==> config.mk <==
export PLATFORM = sky130hd
export DESIGN_NAME = cacheline_arbiter
export DESIGN_NICKNAME = d
export VERILOG_FILES = /design/src/rtl/cacheline_arbiter.sv
export SDC_FILE = /design/constraint.sdc
export NUM_CORES = 1
export LEC_CHECK = 0
export CORE_AREA = 5 5 541 543
export CTS_BUF_LIST = sky130_fd_sc_hd__clkbuf_4 sky130_fd_sc_hd__clkbuf_8
export CTS_CLUSTER_DIAMETER = 100
export DETAILED_ROUTE_END_ITERATION = 8
export DIE_AREA = 0 0 546 548
export PLACE_DENSITY = 0.3
export SYNTH_ARGS = -nofsm -noshare
export SYNTH_HDL_FRONTEND = slang
export SYNTH_SLANG_ARGS = --single-unit
==> constraint.sdc <==
create_clock -name clk -period 4.7 [get_ports clk]
set_input_delay 0.94 -clock clk [delete_from_list [all_inputs] [get_ports clk]]
set_output_delay 0.94 -clock clk [all_outputs]
set_load 0.01 [all_outputs]
==> src/rtl/cacheline_arbiter.sv <==
// cacheline_arbiter: round-robin arbiter between the I-cache and D-cache
// line traffic and a single cacheline-wide memory port. The memory command
// is registered at grant and held until mem_resp; completion is routed back
// only to the granted cache.
module cacheline_arbiter #(
  parameter int unsigned LINE_W = 256,
  parameter int unsigned ADDR_W = 32
) (
  input  logic              clk,
  input  logic              rst,
  input  logic              i_read,
  input  logic [ADDR_W-1:0] i_address,
  output logic [LINE_W-1:0] i_rdata,
  output logic              i_resp,
  input  logic              d_read,
  input  logic              d_write,
  input  logic [ADDR_W-1:0] d_address,
  input  logic [LINE_W-1:0] d_wdata,
  output logic [LINE_W-1:0] d_rdata,
  output logic              d_resp,
  output logic              mem_read,
  output logic              mem_write,
  output logic [ADDR_W-1:0] mem_address,
  output logic [LINE_W-1:0] mem_wdata,
  input  logic [LINE_W-1:0] mem_rdata,
  input  logic              mem_resp
);

  typedef enum logic [1:0] {
    IDLE    = 2'd0,
    SERVE_I = 2'd1,
    SERVE_D = 2'd2
  } state_t;

  state_t            state, state_nxt;
  logic              last_d, last_d_nxt;   // 1 = D was granted last
  logic              rd_nxt, wr_nxt;
  logic [ADDR_W-1:0] addr_nxt;
  logic [LINE_W-1:0] wdata_nxt;
  logic              req_i, req_d, pick_d;

  assign req_i  = i_read;
  assign req_d  = d_read | d_write;
  // On a tie the side that was not granted last wins.
  assign pick_d = req_d & (~req_i | ~last_d);

  // Next-state, grant selection and next memory command.
  always_comb begin
    state_nxt  = state;
    last_d_nxt = last_d;
    rd_nxt     = mem_read;
    wr_nxt     = mem_write;
    addr_nxt   = mem_address;
    wdata_nxt  = mem_wdata;
    unique case (state)
      IDLE: begin
        if (req_i | req_d) begin
          if (pick_d) begin
            state_nxt  = SERVE_D;
            last_d_nxt = 1'b1;
            // read+write together is treated as a writeback
            wr_nxt     = d_write;
            rd_nxt     = ~d_write;
            addr_nxt   = d_address;
            wdata_nxt  = d_wdata;
          end else begin
            state_nxt  = SERVE_I;
            last_d_nxt = 1'b0;
            rd_nxt     = 1'b1;
            wr_nxt     = 1'b0;
            addr_nxt   = i_address;
            wdata_nxt  = '0;
          end
        end
      end
      SERVE_I, SERVE_D: begin
        if (mem_resp) begin
          state_nxt = IDLE;
          rd_nxt    = 1'b0;
          wr_nxt    = 1'b0;
        end
      end
      default: state_nxt = IDLE;
    endcase
  end

  // State, grant history and registered memory command.
  always_ff @(posedge clk or negedge rst) begin
    if (!rst) begin
      state       <= IDLE;
      last_d      <= 1'b1;
      mem_read    <= 1'b0;
      mem_write   <= 1'b0;
      mem_address <= '0;
      mem_wdata   <= '0;
    end else begin
      state       <= state_nxt;
      last_d      <= last_d_nxt;
      mem_read    <= rd_nxt;
      mem_write   <= wr_nxt;
      mem_address <= addr_nxt;
      mem_wdata   <= wdata_nxt;
    end
  end

  assign i_rdata = mem_rdata;
  assign d_rdata = mem_rdata;
  assign i_resp  = (state == SERVE_I) & mem_resp;
  assign d_resp  = (state == SERVE_D) & mem_resp;

endmodule

==> results_dict.tcl <==
set metrics [dict create \
    synth_mux_area_frac 0 \
    swShare 0.415 \
    cpMaxStageDelayCell "clkdlybuf4s50_1" \
    place_inst 5050 \
    clk_path_buf_depth 4 \
    setup-tns-final_ns 0 \
    tritoncts "done" \
    ys_seq_elements 293 \
    synthXorXnorAreaFrac 0 \
    synth-adder-area-share 0.00256 \
    hold_viol_final 0 \
    period_needed_ns 3.50 \
    io_pins 1386 \
    wl_microns 139000 \
    setup.worst_path.start "mem_resp" \
    dpl_worst_slack_ns 0.941 \
    yosysSeqAreaShare 0.501 \
    routabilityCongestion 0.787 \
    whs_ns 0.123 \
    final_common_cell "clkdlybuf4s50_1" \
    firstDrtPassIters 4 \
    syn-num-nets 1802 \
    cts_max_level 3 \
    cts_resized 0 \
    crit_family "buffers and inverters" \
    r2r_slack_ns 2.26 \
    viasPerCell 2.02 \
    p_switching_mw 6.02 \
    postCtsSetupBuffers 0 \
    arrival_ns 2.56 \
    vias 10500 \
    min_path_type "input pin to asynchronous set/reset pin" \
    cap_viol_max_count 0 \
    cts_made_buffers 76 \
    critPathMaxStageDelay_ns 0.72 \
    rsz0062_at_grt "no" \
    synth.avg_cell_area_sq_um 12.0 \
    finalSetupViolations 0 \
    power_frac_clock 0.241 \
    status "finished clean" \
    vdd_drop_max_v 0.000504 \
    dp_hpwl_microns 120000 \
    slew-limit-headroom 0.443 \
    io_buffers 617 \
    area_growth_pct 56.9 \
    grt_max_degree 140 \
    clkSinkCount 293 \
    synth_top_family_by_area "buffers and inverters" \
    cp-start-kind "input pin" \
    start_util 0.0510 \
    leakage_nw 8.27 \
    holdBufCountCts 0 \
    postPlaceCellArea_sq_um 21400 \
    yosys.area_share.simple 0.0161 \
    grt_pass1_wl_microns 166000 \
    worst_pin_slew_ns 0.836 \
    nFillCells 33200 \
    cpMostUsedCell "clkdlybuf4s50_1" \
    synth_area_sq_um 14600 \
    path_clk_slew_ns 0.06 \
    final_nets 1932 \
    root_buffer "clkbuf_8" \
    grt_overflow 0 \
    design.die.area_sq_um 299000 \
    fp.coreArea_sq_um 287000 \
    seq_power_share 0.287 \
    drtIter0Drc 483 \
    required_ns 3.76 \
    setup_ws_ns 1.20 \
    final_cell_mix "clkdlybuf4s50_1 (616), dfrtp_1 (292), a22o_1 (258)" \
    die_y_microns 548 \
    internal_power_mw 8.50 \
    drive_above_1_share 0.105 \
    total_power_mw 14.5 \
    final_cell_area_sq_um 23000 \
    syn_inst 1217 \
    synth_compound_area_frac 0.183 \
    finalNonFillerCells 5199 \
    cp-end-kind "primary output" \
    path_max_fanout 3 \
    period_share 0.744 \
    die_w_microns 546 \
    track_usage 0.0892 \
    num_rows 197 \
    combinationalPowerShare 0.472 \
    antenna_found_initial 121 \
    wl_per_cell_microns 26.7 \
    drv_slew 0 \
    grt_pass1_vias 11400 \
    skew_ns 0.0636 \
    criticalPathCategory "input pin to primary output" \
    critPathBufInv 2 \
    synth_cell_type_count 24 \
    drc 0 \
    clk_latency_ns 0.83 \
    ys_warn_count 0 \
    crit_chain "clkdlybuf4s50_1 -> and2_1 -> clkdlybuf4s50_1" \
    fmax_mhz 286 \
    fin_util 0.0800 \
    powerDensity_nw_per_um2 632 \
    antenna_left 0 \
    worstReg2RegStart "state[1]" \
]
[synthesized netlist by cell type]
cell | count | share of area
a22oi_1 | 1 | 0.00051
buf_4 | 515 | 0.26
a2bb2oi_1 | 1 | 0.00060
ha_1 | 3 | 0.0026
dfstp_2 | 1 | 0.0018
nor2_1 | 1 | 0.00026
a22o_1 | 258 | 0.15
o21ai_0 | 1 | 0.00034
nand2b_1 | 1 | 0.00043
a21boi_2 | 1 | 0.00077
o2bb2ai_1 | 2 | 0.0012
buf_2 | 37 | 0.013
and2_1 | 34 | 0.015
nor2b_4 | 1 | 0.00094
inv_1 | 4 | 0.0010
clkbuf_1 | 2 | 0.00051
dfrtp_1 | 292 | 0.50
buf_6 | 25 | 0.019
a221o_1 | 32 | 0.022
a21oi_1 | 1 | 0.00034
o211a_1 | 1 | 0.00068
a21boi_0 | 1 | 0.00051
o41ai_1 | 1 | 0.00060
o31ai_4 | 1 | 0.0015
[cell type report]
type	count	area, sq um	share of cell area
clock buffers	116	1430	0.0624
clock inverters	10	92.6	0.00403
flip-flops and latches	293	7330	0.319
multi-input cells	341	2960	0.129
diodes	23	57.6	0.00250
repair buffers	631	6360	0.277
inverters	4	15.0	0.000653
well taps	3781	4730	0.206
[worst register-to-register path, cell delays in order, from the launching register on]
cell and delay, ns:
dfrtp_1 0.40, inv_1 0.09, ha_1 0.27, a21boi_2 0.23, nor2b_4 0.49, buf_4 0.60, a221o_1 0.34
[power groups by stage]
stage                     combinational, mW  clock [mW]  sequential, mW
after floorplan                        2.51           0            4.58
after global placement                 7.22           0            4.20
after detailed placement               7.20           0            4.20
after CTS                              7.23        3.80            4.19
after global routing                   7.57        3.84            4.31
final                                  6.85        3.50            4.17
[metal layers]
metal / up-vias / GRT usage / share of wire
met5: - / 0.00491 / 0.0013
met4: 6 / 0.0404 / 0.053
met3: 465 / 0.0814 / 0.20
met2: 1151 / 0.134 / 0.42
met1: 4768 / 0.0836 / 0.32
li1: 4101 / - / -
[kinds of logic (layout without fill, tap and decap cells)]
group / count (synthesis) / count (layout)
AO/OA/AOI/OAI: 301 / 301
adder cells (fa/ha/maj): 3 / 3
buffers and inverters: 583 / 761
flip-flops: 293 / 293
other: 0 / 23
AND/OR/NAND/NOR: 37 / 37
[final timing paths]
path,endpoint,cells after the start
max in group asynchronous,state[1],2
min reg2reg,last_d,2
max,d_resp,3
max reg2reg,mem_address[0],6
min in group clk,last_d,2
min,mem_wdata[112],1
[sequential cells by signal, summed over array words and instances (netlist names)]
register,count
last_d,1
mem_address,32
mem_read,1
mem_wdata,256
mem_write,1
state,2
Note: power is estimated with default switching activity, not from simulation.
